==> config.mk <==
export PLATFORM = sky130hd
export DESIGN_NAME = iq_fir_filter
export DESIGN_NICKNAME = d
export VERILOG_FILES = /design/src/rtl/fir_filter_pkg.sv /design/src/rtl/fir_channel.sv /design/src/rtl/iq_fir_filter.sv
export SDC_FILE = /design/constraint.sdc
export NUM_CORES = 1
export LEC_CHECK = 0
export ABC_AREA = 1
export BUFFER_PORTS_ARGS = -buffer_cell sky130_fd_sc_hd__buf_4
export CORE_MARGIN = 1
export CORE_UTILIZATION = 50
export DETAILED_ROUTE_END_ITERATION = 8
export HOLD_SLACK_MARGIN = 0.08
export PLACE_DENSITY_LB_ADDON = 0.12
export SLEW_MARGIN = 20
export SYNTH_ARGS = -nofsm -noshare
export SYNTH_HDL_FRONTEND = slang
export SYNTH_SLANG_ARGS = --single-unit
==> constraint.sdc <==
create_clock -name clk -period 9.8 [get_ports clk]
set_input_delay 2.45 -clock clk [delete_from_list [all_inputs] [get_ports clk]]
set_output_delay 2.45 -clock clk [all_outputs]
set_load 0.02 [all_outputs]
==> src/rtl/fir_filter_pkg.sv <==
// Shared widths, coefficients and helpers for the dual-channel IQ FIR post-filter.
// FIR_ROUND_EN selects round-half-up instead of floor before saturation.
package fir_filter_pkg;

    localparam int IN_W      = 8;
    localparam int OUT_W     = 4;
    localparam int NTAPS     = 8;
    localparam int OUT_SHIFT = 9;
    localparam int ACC_W     = 16;

    typedef logic signed [IN_W-1:0]  sample_t;
    typedef logic signed [OUT_W-1:0] out_t;
    typedef logic signed [ACC_W-1:0] acc_t;

    // Symmetric low-pass taps, sum 32, so DC gain after the shift is 1/16.
    localparam acc_t COEFS [NTAPS] = '{
        16'sd1, 16'sd2, 16'sd4, 16'sd9, 16'sd9, 16'sd4, 16'sd2, 16'sd1
    };

    localparam acc_t ROUND_BIAS = acc_t'(1 << (OUT_SHIFT - 1));
    localparam acc_t OUT_MAX    = acc_t'((1 << (OUT_W - 1)) - 1);
    localparam acc_t OUT_MIN    = acc_t'(-(1 << (OUT_W - 1)));

    function automatic out_t saturate(input acc_t y);
        out_t r;
        if (y > OUT_MAX) begin
            r = OUT_MAX[OUT_W-1:0];
        end else if (y < OUT_MIN) begin
            r = OUT_MIN[OUT_W-1:0];
        end else begin
            r = y[OUT_W-1:0];
        end
        return r;
    endfunction

endpackage

==> src/rtl/fir_channel.sv <==
// One filter path: delay line, multiply-accumulate, shift and saturation.
// FIR_ROUND_EN adds half an output LSB to the accumulator before the shift.
module fir_channel
    import fir_filter_pkg::*;
(
    input  logic             clk,
    input  logic             reset_n,
    input  logic             shift_en,
    input  logic [IN_W-1:0]  sample_in,
    output logic [OUT_W-1:0] sample_out
);

    sample_t taps_q [NTAPS];
    sample_t taps_d [NTAPS];
    out_t    out_q;
    out_t    out_d;
    acc_t    acc;
    acc_t    y;

    // The MAC works on the post-shift delay line so the new sample appears in this result.
    always_comb begin
        taps_d = taps_q;
        if (shift_en) begin
            taps_d[0] = sample_t'(sample_in);
            for (int k = 1; k < NTAPS; k++) begin
                taps_d[k] = taps_q[k-1];
            end
        end

        acc = '0;
        for (int k = 0; k < NTAPS; k++) begin
            acc = acc + acc_t'(taps_d[k]) * COEFS[k];
        end
`ifdef FIR_ROUND_EN
        acc = acc + ROUND_BIAS;
`else
        acc = acc + acc_t'(0);
`endif
        y     = acc >>> OUT_SHIFT;
        out_d = shift_en ? saturate(y) : out_q;
    end

    always_ff @(posedge clk) begin
        if (!reset_n) begin
            for (int k = 0; k < NTAPS; k++) begin
                taps_q[k] <= '0;
            end
            out_q <= '0;
        end else begin
            taps_q <= taps_d;
            out_q  <= out_d;
        end
    end

    assign sample_out = out_q;

endmodule

==> src/rtl/iq_fir_filter.sv <==
// Dual-channel (I/Q) low-pass FIR post-filter with a shared one-cycle ready pulse.
// FIR_ROUND_EN switches both channels from floor to round-half-up.
module iq_fir_filter
    import fir_filter_pkg::*;
(
    input  logic             clk,
    input  logic             reset_n,
    input  logic             sample_ready,
    input  logic [IN_W-1:0]  I_IF,
    input  logic [IN_W-1:0]  Q_IF,
    output logic [OUT_W-1:0] I_BB_postfilter,
    output logic [OUT_W-1:0] Q_BB_postfilter,
    output logic             postfilter_ready
);

    logic ready_q;
    logic ready_d;

    always_comb begin
        ready_d = sample_ready;
    end

    always_ff @(posedge clk) begin
        if (!reset_n) begin
            ready_q <= 1'b0;
        end else begin
            ready_q <= ready_d;
        end
    end

    assign postfilter_ready = ready_q;

    fir_channel u_chan_i (
        .clk        (clk),
        .reset_n    (reset_n),
        .shift_en   (sample_ready),
        .sample_in  (I_IF),
        .sample_out (I_BB_postfilter)
    );

    fir_channel u_chan_q (
        .clk        (clk),
        .reset_n    (reset_n),
        .shift_en   (sample_ready),
        .sample_in  (Q_IF),
        .sample_out (Q_BB_postfilter)
    );

endmodule

==> reports/qor.log <==
qor: global_routing.grt_pass1_wl 39.54 mm
qor: global_routing.maximum_number_of_pins_on_one_net_before_global_route_repair 141
qor: clock_network.post_cts_setup_bufs 0
qor: yosys.muxShareOfSynthArea 0.02164
qor: global_routing.globalRouteOverflowTotal 0
qor: clock_network.post_cts_hold_buffer_count 0
qor: status.run_status finished with violations
qor: worst_setup_path.cpMostUsedCell sky130_fd_sc_hd__nand2_1
qor: worst_setup_path.critical_path_class primary input to flop
qor: yosys.synth_seq_area_share 0.2470
qor: worst_setup_path.cp_data_required_time 10.11 ns
qor: yosys.synth_area_in_compound_gates 0.1032
qor: worst_setup_path.cp.depth 31
qor: yosys.synth_enable_flop_cells 0
qor: worst_setup_path.timing.critical_path.buf_inv 6
qor: clock_network.cts.htree.levels 4
qor: floorplan.total_number_of_placement_rows 54
qor: finish.num_antenna_cells 0
qor: yosys.synth_top_family_by_area adder cells
qor: worst_setup_path.timing.critical_path.from_type primary input
qor: yosys.mapped_nets 1638
qor: route.detailedRoute.firstPassIterationCount 6
qor: worst_setup_path.critical-path-slowest-cell sky130_fd_sc_hd__fa_1
qor: yosys.ys.warnings.count 0
qor: yosys.synth_area 11100 um^2
qor: route.wl_per_cell 13.22 um
qor: floorplan.num_io_pins 28
qor: yosys.yosysUniqueCellTypes 31
qor: route.routed_wirelength 22.60 mm
qor: placed_design.hpwl 17.62 mm
qor: clock_network.tritoncts yes
qor: power_and_ir_drop.power.density_cell_area 288.5 nW/um^2
qor: worst_setup_path.cell_family_contributing_the_most_delay_on_the_critical_path adder cells
qor: timing.hold_violations 0
qor: yosys.count_of_mapped_cells_out_of_synthesis 1407
qor: floorplan.core_area 21820 um^2
qor: timing.slew_headroom 0.5024
qor: clock_network.clock-sinks 137
qor: timing.setup_tns 0 ns
qor: floorplan.floorplan.die.height 151.0 um
qor: global_routing.antenna_found_initial 0
qor: route.drc 1
qor: yosys.synthXorXnorAreaFrac 0.04632
qor: clock_network.cts_max_path_buffers 2
qor: power_and_ir_drop.irDropWorstVdd 228.8 uV
qor: timing.final-setup-viol-count 0
qor: finish.syn_to_final_growth 9.174%
qor: timing.worstMarginPinSlew 0.7463 ns
qor: yosys.synth_seq_cells 137
qor: timing.timing.clock.skew 0.007177 ns
qor: floorplan.initial_utilization 0.5087
qor: worst_setup_path.cp_max_fo 36
qor: clock_network.clk_pin_slew 0.06 ns
qor: yosys.async_reset_ff_frac 0
qor: finish.mostFrequentLayoutCell sky130_fd_sc_hd__nand2_1
qor: worst_setup_path.ff2ff_path_depth 29
qor: timing.fin_crit_sh 0.8692
qor: timing.clock_period_minus_final_worst_setup_slack 8.518 ns
qor: route.detail_route.vias_per_cell 4.904
qor: worst_setup_path.critical_path.endpoint_type flop
qor: timing.timing.final.max_slew_violations 0
qor: placed_design.place.port_buffers 27
qor: global_routing.grtUsageTotal 0.2208
qor: status.violated_checks DRC
qor: clock_network.cts_resized 0
qor: power_and_ir_drop.leakagePower 6.437 nW
qor: yosys.synth_ff_type sky130_fd_sc_hd__dfxtp_1
qor: global_routing.first_global_vias 8554
qor: yosys.synth_simple_gate_area_share 0.1782
qor: clock_network.cts-root-buf sky130_fd_sc_hd__clkbuf_16
qor: worst_setup_path.cp_slowest_stage_delay 0.52 ns
qor: worst_hold_path.timing.hold.worst_path_depth 2
qor: timing.rsz0062_at_grt false
qor: route.drt_iter0_drc 288
qor: finish.mostFrequentLayoutCells sky130_fd_sc_hd__nand2_1 (335), sky130_fd_sc_hd__inv_1 (216), sky130_fd_sc_hd__dfxtp_1 (137), sky130_fd_sc_hd__a21oi_1 (123), sky130_fd_sc_hd__fa_1 (110)
qor: placed_design.gp_congestion 0.8405
qor: floorplan.fp.dieArea 22800 um^2
qor: route.num_vias 8385
qor: finish.post_route_cells_drive_above_1_share 0.06853
qor: timing.holdWs 0.4715 ns
qor: worst_setup_path.cp_data_arrival_time 8.83 ns
qor: yosys.avgSynthCellArea 7.890 um^2
qor: clock_network.cts_inserted_buffers 17
qor: yosys.yosys.area_share.adder 0.3133
qor: floorplan.die_width 151.0 um
qor: worst_hold_path.worstHoldPathType flop to flop
qor: timing.clock.fmax 0.1174 GHz
qor: flow_run.max_cap_violations 0
qor: route.detail-route-antenna-nets 0
qor: clock_network.insertion_delay 0.43 ns
qor: finish.finalNetCount 1648
[cells in the mapped netlist (all sizes together), types with 4 or more instances]
master / count / share of area
xor2: 39 / 0.032
nand2: 338 / 0.11
xnor2: 18 / 0.014
clkbuf: 23 / 0.0078
dfxtp: 137 / 0.25
mux2i: 24 / 0.022
a21oi: 124 / 0.056
inv: 221 / 0.075
or2: 20 / 0.011
o211ai: 4 / 0.0032
nor2: 106 / 0.036
o21ai: 71 / 0.033
fa: 110 / 0.20
nand3: 25 / 0.011
a21o: 8 / 0.0054
ha: 102 / 0.11
o21bai: 6 / 0.0041
buf: 19 / 0.0078
[cells by family (layout without fill, tap and decap cells)]
family / count (synthesis) / after routing
AND/OR/NAND/NOR: 498 / 498
buffers and inverters: 263 / 286
AO/OA/AOI/OAI: 216 / 216
adder cells (fa/ha/maj): 212 / 212
flip-flops: 137 / 137
XOR/XNOR: 57 / 57
multiplexers: 24 / 24
[tightest hold or removal path, cell delays in order (launching register included)]
cell,delay [ns]
sky130_fd_sc_hd__dfxtp_1,0.30
sky130_fd_sc_hd__nand2_1,0.07
sky130_fd_sc_hd__a21oi_1,0.06
[routing by layer]
metal | vias to the layer above | global-route usage | routed length, um
li1 | 4421 | - | -
met1 | 3896 | 0.2675 | 10430
met5 | - | 0 | 0
met4 | 0 | 0.05250 | 183
met3 | 16 | 0.03072 | 366
met2 | 52 | 0.4094 | 11620
[stage by stage]
stage                     area [um^2]  power (mW)  worst slack (ns)  std cells    util
after CTS                       12120       3.544             1.246       1710  0.5554
after global placement          11540       2.855            0.9104       1678  0.5290
after global routing            12120       3.917            0.6315       1710  0.5554
after floorplan                 11100       2.413             1.932       1407       -
after detailed placement        11540       2.882            0.8094       1678  0.5290
final                           12120       3.497             1.282       1710  0.5554
[state kept, by name (all words and copies together), names as in the netlist]
register             cells
postfilter_ready         1
u_chan_i.taps_q         64
u_chan_q.taps_q         64
u_chan_q.sample_out      4
u_chan_i.sample_out      4
[worst paths after layout]
check                 startpoint                     end  slack [ns]
max                 sample_ready  u_chan_i.sample_out[0]        1.28
min           u_chan_q.taps_q[1]      u_chan_q.taps_q[1]        0.47
max reg2reg  u_chan_q.taps_q[41]  u_chan_q.sample_out[0]        3.83
min reg2reg   u_chan_q.taps_q[1]      u_chan_q.taps_q[1]        0.47
[power by group]
| group | leakage, nW | total [mW] | internal [mW] | switching (mW) |
|---|---|---|---|---|
| Sequential | 1.12 | 0.608 | 0.593 | 0.0155 |
| Clock | 0.274 | 0.639 | 0.363 | 0.276 |
| Combinational | 5.04 | 2.25 | 0.852 | 1.40 |
[layout make-up]
cell class                 instances  area, um^2
fill                            2114        9703
multi-input combinational       1007        7357
sequential                       137        2743
inverter                         221       833.3
clock buffer                      19       442.9
tap                              280       350.3
timing repair buffer              33       260.3
clock inverter                    13       133.9
Power figures use the tool's default switching activity.
